<file path="src/rtl/alu_pkg.sv">
// rtl/alu_pkg.sv - shared ALU op encodings, exec FSM states and default width
package alu_pkg;

  localparam int ALU_WIDTH = 16;

  // Op-select encoding shared with the opcode decoder
  typedef enum logic [1:0] {
    ALU_ADD = 2'b00,
    ALU_MUL = 2'b01,
    ALU_AND = 2'b10,
    ALU_OR  = 2'b11
  } alu_op_e;

  typedef enum logic [1:0] {
    IDLE = 2'b00,
    MUL  = 2'b01,
    DONE = 2'b10
  } alu_state_e;

endpackage

</file>
<file path="src/rtl/seq_shift_add_mul.sv">
// rtl/seq_shift_add_mul.sv - iterative unsigned shift-add multiplier datapath
module seq_shift_add_mul
  import alu_pkg::*;
#(
  parameter int WIDTH = ALU_WIDTH,
  parameter int CNT_W = 5
) (
  input  logic                 clk,
  input  logic                 rst,
  input  logic                 load,
  input  logic [WIDTH-1:0]     a,
  input  logic [WIDTH-1:0]     b,
  input  logic                 step,
  output logic [2*WIDTH-1:0]   product,
  output logic                 last
);

  logic [2*WIDTH-1:0] acc;
  logic [2*WIDTH-1:0] mcand;
  logic [WIDTH-1:0]   mplier;
  logic [CNT_W-1:0]   cnt;

  // Accumulator value after the current step; on the final step this is the full product
  always_comb begin
    product = acc;
    if (mplier[0]) begin
      product = acc + mcand;
    end
  end

  assign last = step && (cnt == CNT_W'(1));

  // Load operands on acceptance, then one add-and-shift per active step
  always_ff @(posedge clk) begin
    if (rst) begin
      acc    <= '0;
      mcand  <= '0;
      mplier <= '0;
      cnt    <= '0;
    end else if (load) begin
      acc    <= '0;
      mcand  <= {{WIDTH{1'b0}}, a};
      mplier <= b;
      cnt    <= CNT_W'(WIDTH);
    end else if (step && (cnt != '0)) begin
      acc    <= product;
      mcand  <= mcand << 1;
      mplier <= mplier >> 1;
      cnt    <= cnt - CNT_W'(1);
    end
  end

endmodule

</file>
<file path="src/rtl/alu_seq_exec.sv">
// rtl/alu_seq_exec.sv - ALU execution unit: single-cycle ADD/AND/OR, iterative MUL
module alu_seq_exec
  import alu_pkg::*;
#(
  parameter int WIDTH = ALU_WIDTH,
  parameter int CNT_W = 5
) (
  input  logic             clk,
  input  logic             rst,
  input  logic             start,
  input  logic [1:0]       signal,
  input  logic [WIDTH-1:0] a,
  input  logic [WIDTH-1:0] b,
  output logic [WIDTH-1:0] result,
  output logic [WIDTH-1:0] result_hi,
  output logic             carry,
  output logic             zero,
  output logic             busy,
  output logic             done
);

  alu_state_e         state_q;
  alu_state_e         state_d;
  logic               accept;
  logic               mul_load;
  logic               mul_last;
  logic [2*WIDTH-1:0] mul_product;
  logic [WIDTH:0]     sum;
  logic [WIDTH-1:0]   logic_res;

  // A request is taken whenever no multiply is iterating
  assign accept   = start && (state_q != MUL);
  assign mul_load = accept && (signal == ALU_MUL);
  assign busy     = (state_q == MUL);
  assign done     = (state_q == DONE);
  assign sum      = {1'b0, a} + {1'b0, b};

  seq_shift_add_mul #(
    .WIDTH(WIDTH),
    .CNT_W(CNT_W)
  ) u_mul (
    .clk    (clk),
    .rst    (rst),
    .load   (mul_load),
    .a      (a),
    .b      (b),
    .step   (busy),
    .product(mul_product),
    .last   (mul_last)
  );

  // Single-cycle op result selection
  always_comb begin
    logic_res = sum[WIDTH-1:0];
    case (signal)
      ALU_AND: logic_res = a & b;
      ALU_OR:  logic_res = a | b;
      default: logic_res = sum[WIDTH-1:0];
    endcase
  end

  // State register
  always_ff @(posedge clk) begin
    if (rst) begin
      state_q <= IDLE;
    end else begin
      state_q <= state_d;
    end
  end

  // Next-state: accept from IDLE/DONE, multiply runs until its last step
  always_comb begin
    state_d = state_q;
    case (state_q)
      IDLE: begin
        if (start) state_d = (signal == ALU_MUL) ? MUL : DONE;
      end
      MUL: begin
        if (mul_last) state_d = DONE;
      end
      DONE: begin
        if (start) state_d = (signal == ALU_MUL) ? MUL : DONE;
        else       state_d = IDLE;
      end
      default: state_d = IDLE;
    endcase
  end

  // Result and flag registers, updated only when an op completes
  always_ff @(posedge clk) begin
    if (rst) begin
      result    <= '0;
      result_hi <= '0;
      carry     <= 1'b0;
      zero      <= 1'b1;
    end else if (accept && (signal != ALU_MUL)) begin
      result    <= logic_res;
      result_hi <= '0;
      carry     <= (signal == ALU_ADD) ? sum[WIDTH] : 1'b0;
      zero      <= (logic_res == '0);
    end else if (mul_last) begin
      result    <= mul_product[WIDTH-1:0];
      result_hi <= mul_product[2*WIDTH-1:WIDTH];
      carry     <= 1'b0;
      zero      <= (mul_product[WIDTH-1:0] == '0);
    end
  end

endmodule

</file>
<file path="config.mk">
export PLATFORM = sky130hd
export DESIGN_NAME = alu_seq_exec
export DESIGN_NICKNAME = d
export VERILOG_FILES = /design/src/rtl/alu_pkg.sv /design/src/rtl/seq_shift_add_mul.sv /design/src/rtl/alu_seq_exec.sv
export SDC_FILE = /design/constraint.sdc
export NUM_CORES = 1
export LEC_CHECK = 0
export ABC_AREA = 1
export BUFFER_PORTS_ARGS = -buffer_cell sky130_fd_sc_hd__buf_2
export CORE_ASPECT_RATIO = 1.75
export CORE_MARGIN = 2
export CORE_UTILIZATION = 35
export CTS_CLUSTER_SIZE = 25
export DETAILED_ROUTE_END_ITERATION = 12
export PLACE_DENSITY = 0.52
export SYNTH_ARGS = -nofsm -noshare
export SYNTH_HDL_FRONTEND = slang
export SYNTH_SLANG_ARGS = --single-unit
export TNS_END_PERCENT = 30
</file>
<file path="constraint.sdc">
create_clock -name clk -period 3.8 [get_ports clk]
set_clock_uncertainty 0.2 [all_clocks]
set_input_delay 0.38 -clock clk [delete_from_list [all_inputs] [get_ports clk]]
set_output_delay 0.38 -clock clk [all_outputs]
set_load 0.01 [all_outputs]
</file>
### Yosys cells after proc, flatten, opt, wreduce, memory -nomap -nowiden

Index checks and enable logic that the tools add are counted.

| operators by class | value |
|---|---|
| add/sub/neg operators | 3 |
| equality and inequality tests | 10 |
| muxes and demuxes | 20 |
| bitwise logic cells | 2 |
| reduce and logical (&&, ||, !) cells | 15 |

Operators with widths:

| operator | count |
|---|---|
| $mux W16 | 6 |
| $add A32 B32 Y32 | 1 |
| $logic_not A16 Y1 | 2 |
| $mux W32 | 1 |
| $pmux W16 S2 | 1 |
| $add A16 B16 Y17 | 1 |
| $and A16 B16 Y16 | 1 |
| $or A16 B16 Y16 | 1 |
| $mux W5 | 2 |
| $mux W2 | 4 |
| $eq A2 B2 Y1 const B | 3 |
| $pmux W2 S3 | 1 |
| $eq A5 B1 Y1 const B | 1 |
| $logic_and A1 B1 Y1 | 5 |
| $mux W1 | 5 |
| $reduce_bool A5 Y1 | 1 |
| $sub A5 B1 Y5 const B | 1 |
| $eq A2 B1 Y1 const B | 2 |
| $logic_not A2 Y1 | 2 |
| $ne A2 B1 Y1 const B | 2 |
| $ne A2 B2 Y1 const B | 2 |
| $reduce_bool A2 Y1 | 2 |
| $reduce_or A2 Y1 | 2 |
| $reduce_and A2 Y1 | 1 |

| storage, ports and cells | value |
|---|---|
| register bits | 121 |
| input port bits | 37 |
| logic and storage cells | 61 |

### Depth between registers and ports, before layout

| logic depth | value |
|---|---|
| word-level depth | 5 |
| mapped depth | 20 |
| mapped depth without buffers | 20 |

### Cells and area by module

Synthesis repeated with hierarchy kept, for this count alone.

| unflattened totals | value |
|---|---|
| cells, all modules | 1,544 |
| area total of the unflattened synthesis | 9,253.9 um^2 |

By module, submodules not included:

| module | times used | cells an instance | area an instance (um^2) | seq. area each (um^2) |
|---|---|---|---|---|
| seq_shift_add_mul | 1 | 1,039 | 6,170.9 | 1,701.6 |
| alu_seq_exec | 1 | 505 | 3,083.0 | 720.7 |

### Worst setup path before layout

Ideal clock, no wire load.

| path | value |
|---|---|
| path type | input to register |
| start | in a[0] |
| end | reg zero |
| arrival time | 1.996 ns |
| required time | 3.542 ns |
| path slack | 1.547 ns |
| stages | 20 |
| cells stage by stage | ha_1 -> inv_1 -> fa_1 -> inv_1 -> nand2_1 -> nand2_1 -> nand3_1 -> nand2_1 -> nand2_1 -> nand2_1 -> nand2_1 -> nand3_1 -> nand2_1 -> inv_1 -> nand2_1 -> nor2_1 -> nand3_1 -> nand2_1 -> nand2_1 -> nand2_1 |

| on the way | value |
|---|---|
| longest elaborated chain between the ends | 4 |

Ends and longest elaborated chain:

| element | RTL line | RTL |
|---|---|---|
| start: declaration | alu_seq_exec.sv:12 | `input logic [WIDTH-1:0] a,` |
| $add A16 B16 Y17, or another cell as far along | alu_seq_exec.sv:36 | `assign sum = {1'b0, a} + {1'b0, b};` |
| $pmux W16 S2 (*) | alu_seq_exec.sv:55 | `case (signal)` |
| $logic_not A16 Y1 (*) | alu_seq_exec.sv:100 | `zero <= (logic_res == '0);` |
| $mux W1 (*) | alu_seq_exec.sv:96 | `end else if (accept && (signal != ALU_MUL)) begin` |
| end signal: assignment | alu_seq_exec.sv:100 |  |
| end signal: assignment | alu_seq_exec.sv:105 | `zero <= (mul_product[WIDTH-1:0] == '0);` |
| end: declaration | alu_seq_exec.sv:17 | `output logic zero,` |

Mark *: on every way between the ends. The rest lies on a longest branch, timed or not.
A chain may end at the register's enable or synchronous reset.

### Final worst setup path

| path | value |
|---|---|
| start | reg u_mul.mcand[0] |
| end | reg u_mul.acc[24] |

| on the way | value |
|---|---|
| longest elaborated chain between the ends | 2 |

Ends and longest elaborated chain:

| element | RTL line | RTL |
|---|---|---|
| start: declaration | seq_shift_add_mul.sv:19 | `logic [2*WIDTH-1:0] mcand;` |
| start signal: assignment | seq_shift_add_mul.sv:42 | `mcand <= {{WIDTH{1'b0}}, a};` |
| start signal: assignment | seq_shift_add_mul.sv:47 | `mcand <= mcand << 1;` |
| $add A32 B32 Y32 | seq_shift_add_mul.sv:27 | `product = acc + mcand;` |
| $mux W32 | seq_shift_add_mul.sv:26 | `if (mplier[0]) begin` |
| end signal: assignment | seq_shift_add_mul.sv:46 | `acc <= product;` |
| end: declaration | seq_shift_add_mul.sv:18 | `logic [2*WIDTH-1:0] acc;` |

Every way passes these cells.

==> summary.md <==
| Metric | Value |
|---|---|
| Crit path arrival time | `2.76 ns` |
| Combinational Power Share | `16.8%` |
| DRC Markers | `0` |
| CTS buffer count | `17` |
| Internal power | `2.39 mW` |
| Grt ovf | `0` |
| Via count | `9140` |
| Final period utilization | `69.0%` |
| Global-route usage over all layers | `22.6%` |
| Synthesized Nets | `1544` |
| Minimum clock period | `2.62 ns` |
| Worst-Skew Late Latency | `0.44 ns` |
| Worst setup SP type | `flop` |
| Core area | `25000 µm²` |
| Reg power frac | `39.1%` |
| Sw Ratio | `30.7%` |
| CP Class | `reg2reg` |
| Post-detailed-routing wire length | `29900 µm` |
| Synth Warn # | `0` |
| P_leak | `5.35 nW` |
| CP Capture Type | `flop` |
| # IOs | `73` |
| Iter 0 DRT Violations | `567` |
| Cells after synthesis | `1439` |
| Average vias per placed instance | `5.01` |
| Hold Vio Cnt, Final | `0` |
| Antenna cells | `0` |
| Synth Area in XOR/XNOR | `0.889%` |
| Critical path's slowest cell | `fa_1` |
| Number of max-cap violations | `0` |
| H-tree levels | `4` |
| Clk root buf | `clkbuf_16` |
| Gpl congestion | `0.945` |
| Vias in the first global route | `9134` |
| Simple-Gate Fraction of Synth Area | `32.8%` |
| CTS Sinks | `121` |
| PortBufs | `72` |
| First-pass GRT wire length | `47500 µm` |
| Mapped Area | `8870 µm²` |
| Adder-cell share of the synthesized area | `9.76%` |
| F_max | `381 MHz` |
| Die Wd | `124 µm` |
| CTS tree | `done` |
| Syn_area_per_cell | `6.16 µm²` |
| Largest family of logic cells by synthesized area | `simple AND/OR/NAND/NOR gates` |
| R2R Setup Slk | `1.18 ns` |
| Worst Slack Setup Final | `1.18 ns` |
| Post-synthesis mux area share | `0%` |
| Relative slew margins | `27.7%` |
| RSZ-0062 raised after global routing | `false` |
| P per Cell Area | `342 nW/µm²` |
| Drt pass-1 iters | `5` |
| P_sw | `1.06 mW` |
| Initial Util | `35.4%` |
| HP Class | `in2reg` |
| Worst endpoint required time | `3.94 ns` |
| Seq/Total Area, Yosys | `27.3%` |
| Largest net degree at the start of global routing | `71` |
| Cells after DPL | `1792` |
| Final setup vio count | `0` |
| Die ar. | `26700 µm²` |
| Initial antenna violation count | `0` |
| Post-DP HPWL | `22700 µm` |
| Finished Layout Cells | `1825` |
| Row count | `77` |
| Avg WL per Cell | `16.4 µm` |
| Clock-pin slew on the worst setup and hold paths | `0.06 ns` |
| Cts repair resizes | `0` |
| Worst Tran Pin Value | `1.08 ns` |
| Post-synth cell types | `45` |
| Crit Path Max Fanout | `4` |
| Crit path cell chain | `ha_1, fa_1, nand3_1, nand2_1, nand2_1, nand2_2, nand2_1, nand2_1, nand2_1, nand2_2, nand2_1, inv_1, nor2_1, nand2_1, nand3_1, nand3_1, nand2_1, inv_1` |
| Sum Neg Setup Slack | `0 ns` |
| Slew Viols, Final | `0` |
| Design Area, Final | `10100 µm²` |
| Synth-to-layout area growth | `13.8%` |
| Run status | `finished clean` |
| Fillers | `2767` |
| Layout cells sized above 1 | `9.41%` |
| Post-Place Cell Area | `9540 µm²` |
| Register bit total from synthesis | `121` |
| CTS Buffer Depth | `2` |
| Complex-gate fraction of the synthesized area | `16.3%` |
| Most used cell, CP | `nand2_1` |
| Pre-CTS setup slack | `0.932 ns` |
| Slowest stage delay, CP | `0.44 ns` |
| Chip height | `215 µm` |
| Clock network fraction of design power | `44.1%` |
| DRT antenna net count | `0` |
| Post-layout nets | `1601` |
| VDD IR max | `0.000322 V` |
==> Yosys cell counts, drive strengths merged <==
library cell	n	area, µm²
a211oi	9	67.6
clkbuf	24	91.3
and2	2	12.5
a31oi	13	81.3
ha	66	826
fa	2	40.0
buf	25	121
nor3	29	145
nand2	353	1350
o21a	3	22.5
inv	249	935
o221ai	22	193
nand4	9	56.3
o21ai	98	490
dfxtp	121	2420
a21boi	1	7.51
a21oi	66	338
a21o	3	22.5
nand3b	9	67.6
nor2	186	723
a22oi	2	15.0
nor3b	1	7.51
nor4	3	18.8
xor2	6	52.6
o21bai	4	30.0
or2	7	43.8
o31ai	2	15.0
o22ai	12	75.1
nand3	96	485
o211ai	12	90.1
xnor2	3	26.3
clkinv	1	3.75
==> routing by layer <==
metal / vias to the layer above / global-route usage, % / part of all wire [%]
met3: 74 / 3.24 / 2.6
met4: 0 / 12.2 / 4.8
li1: 4738 / - / -
met5: - / 0 / 0
met1: 4147 / 22.2 / 37
met2: 181 / 44.6 / 55
==> metrics by stage <==
step,hold slack (ns),utilization [%],power (mW)
after floorplan,0.240,-,1.75
final,0.0699,40.3,3.45
after global placement,0.256,38.1,1.95
after CTS,0.0443,40.3,3.49
after detailed placement,0.263,38.1,1.96
after global routing,0.0830,40.3,3.61
==> cell usage in the layout (no fill, tap or decap), types with 8 or more instances in the layout <==
| master | count |
|---|---|
| o211ai_1 | 12 |
| inv_1 | 241 |
| a31oi_1 | 13 |
| nand4_1 | 9 |
| inv_2 | 8 |
| nand2_1 | 347 |
| nor3_1 | 29 |
| a211oi_1 | 9 |
| o21ai_1 | 10 |
| o22ai_1 | 12 |
| buf_2 | 72 |
| nand3_1 | 95 |
| nor2_1 | 180 |
| ha_1 | 66 |
| o221ai_1 | 22 |
| a21oi_1 | 64 |
| clkbuf_16 | 17 |
| o21ai_0 | 88 |
| buf_4 | 13 |
| dfxtp_1 | 121 |
| nand3b_1 | 9 |
==> kinds of logic (layout without fill, tap and decap cells) <==
family,after synthesis,in the layout
AND/OR/NAND/NOR,695,695
XOR/XNOR,9,9
flip-flops,121,121
adder cells (fa/ha/maj),68,68
buffers and inverters,299,369
AO/OA/AOI/OAI,247,247
==> final cells by class <==
| class | count | area, µm² | area share, % |
|---|---|---|---|
| Tap cell | 316 | 395 | 3.92 |
| Inverter | 250 | 938 | 9.30 |
| Multi-Input combinational cell | 1019 | 5310 | 52.6 |
| Timing Repair Buffer | 87 | 488 | 4.83 |
| Clock buffer | 22 | 474 | 4.70 |
| Clock inverter | 10 | 70.1 | 0.694 |
| Sequential cell | 121 | 2420 | 24.0 |
==> what timing repair did <==
| action | 4_1_cts | 5_1_grt |
|---|---|---|
| hold buffers | 1 | 0 |
| endpoints found under the setup margin | 0 | 0 |
| hold endpoints to repair | 1 | 0 |
| buffers inserted | 0 | 0 |
==> worst paths after layout <==
check,from,end,cells after the start
min,start,state_q[0],3
max,u_mul.mcand[0],u_mul.acc[24],18
max reg2reg,u_mul.mcand[0],u_mul.acc[24],18
min reg2reg,u_mul.mplier[3],u_mul.mplier[3],2
==> state kept, by name, indices dropped and copies added (netlist names) <==
name,count
result,16
u_mul.mcand,32
u_mul.mplier,16
carry,1
u_mul.cnt,5
result_hi,16
zero,1
state_q,2
u_mul.acc,32
==> worst max-delay path, delay by kind of cell (launching register included) <==
family                     cells  cell delay (ns)
DFF                            1             0.32
adders and majority gates      2             0.66
and+or+nand+nor               14             1.24
buffers and inverters          2             0.08
==> power groups by stage <==
stage               logic (mW)  registers [mW]  clock network [mW]
global placement         0.576            1.38                   0
global route             0.653            1.36                1.60
floorplan                0.381            1.37                   0
detailed placement       0.577            1.38                   0
CTS                      0.581            1.35                1.56
finish                   0.579            1.35                1.52
(Power assumes the default switching activity.)
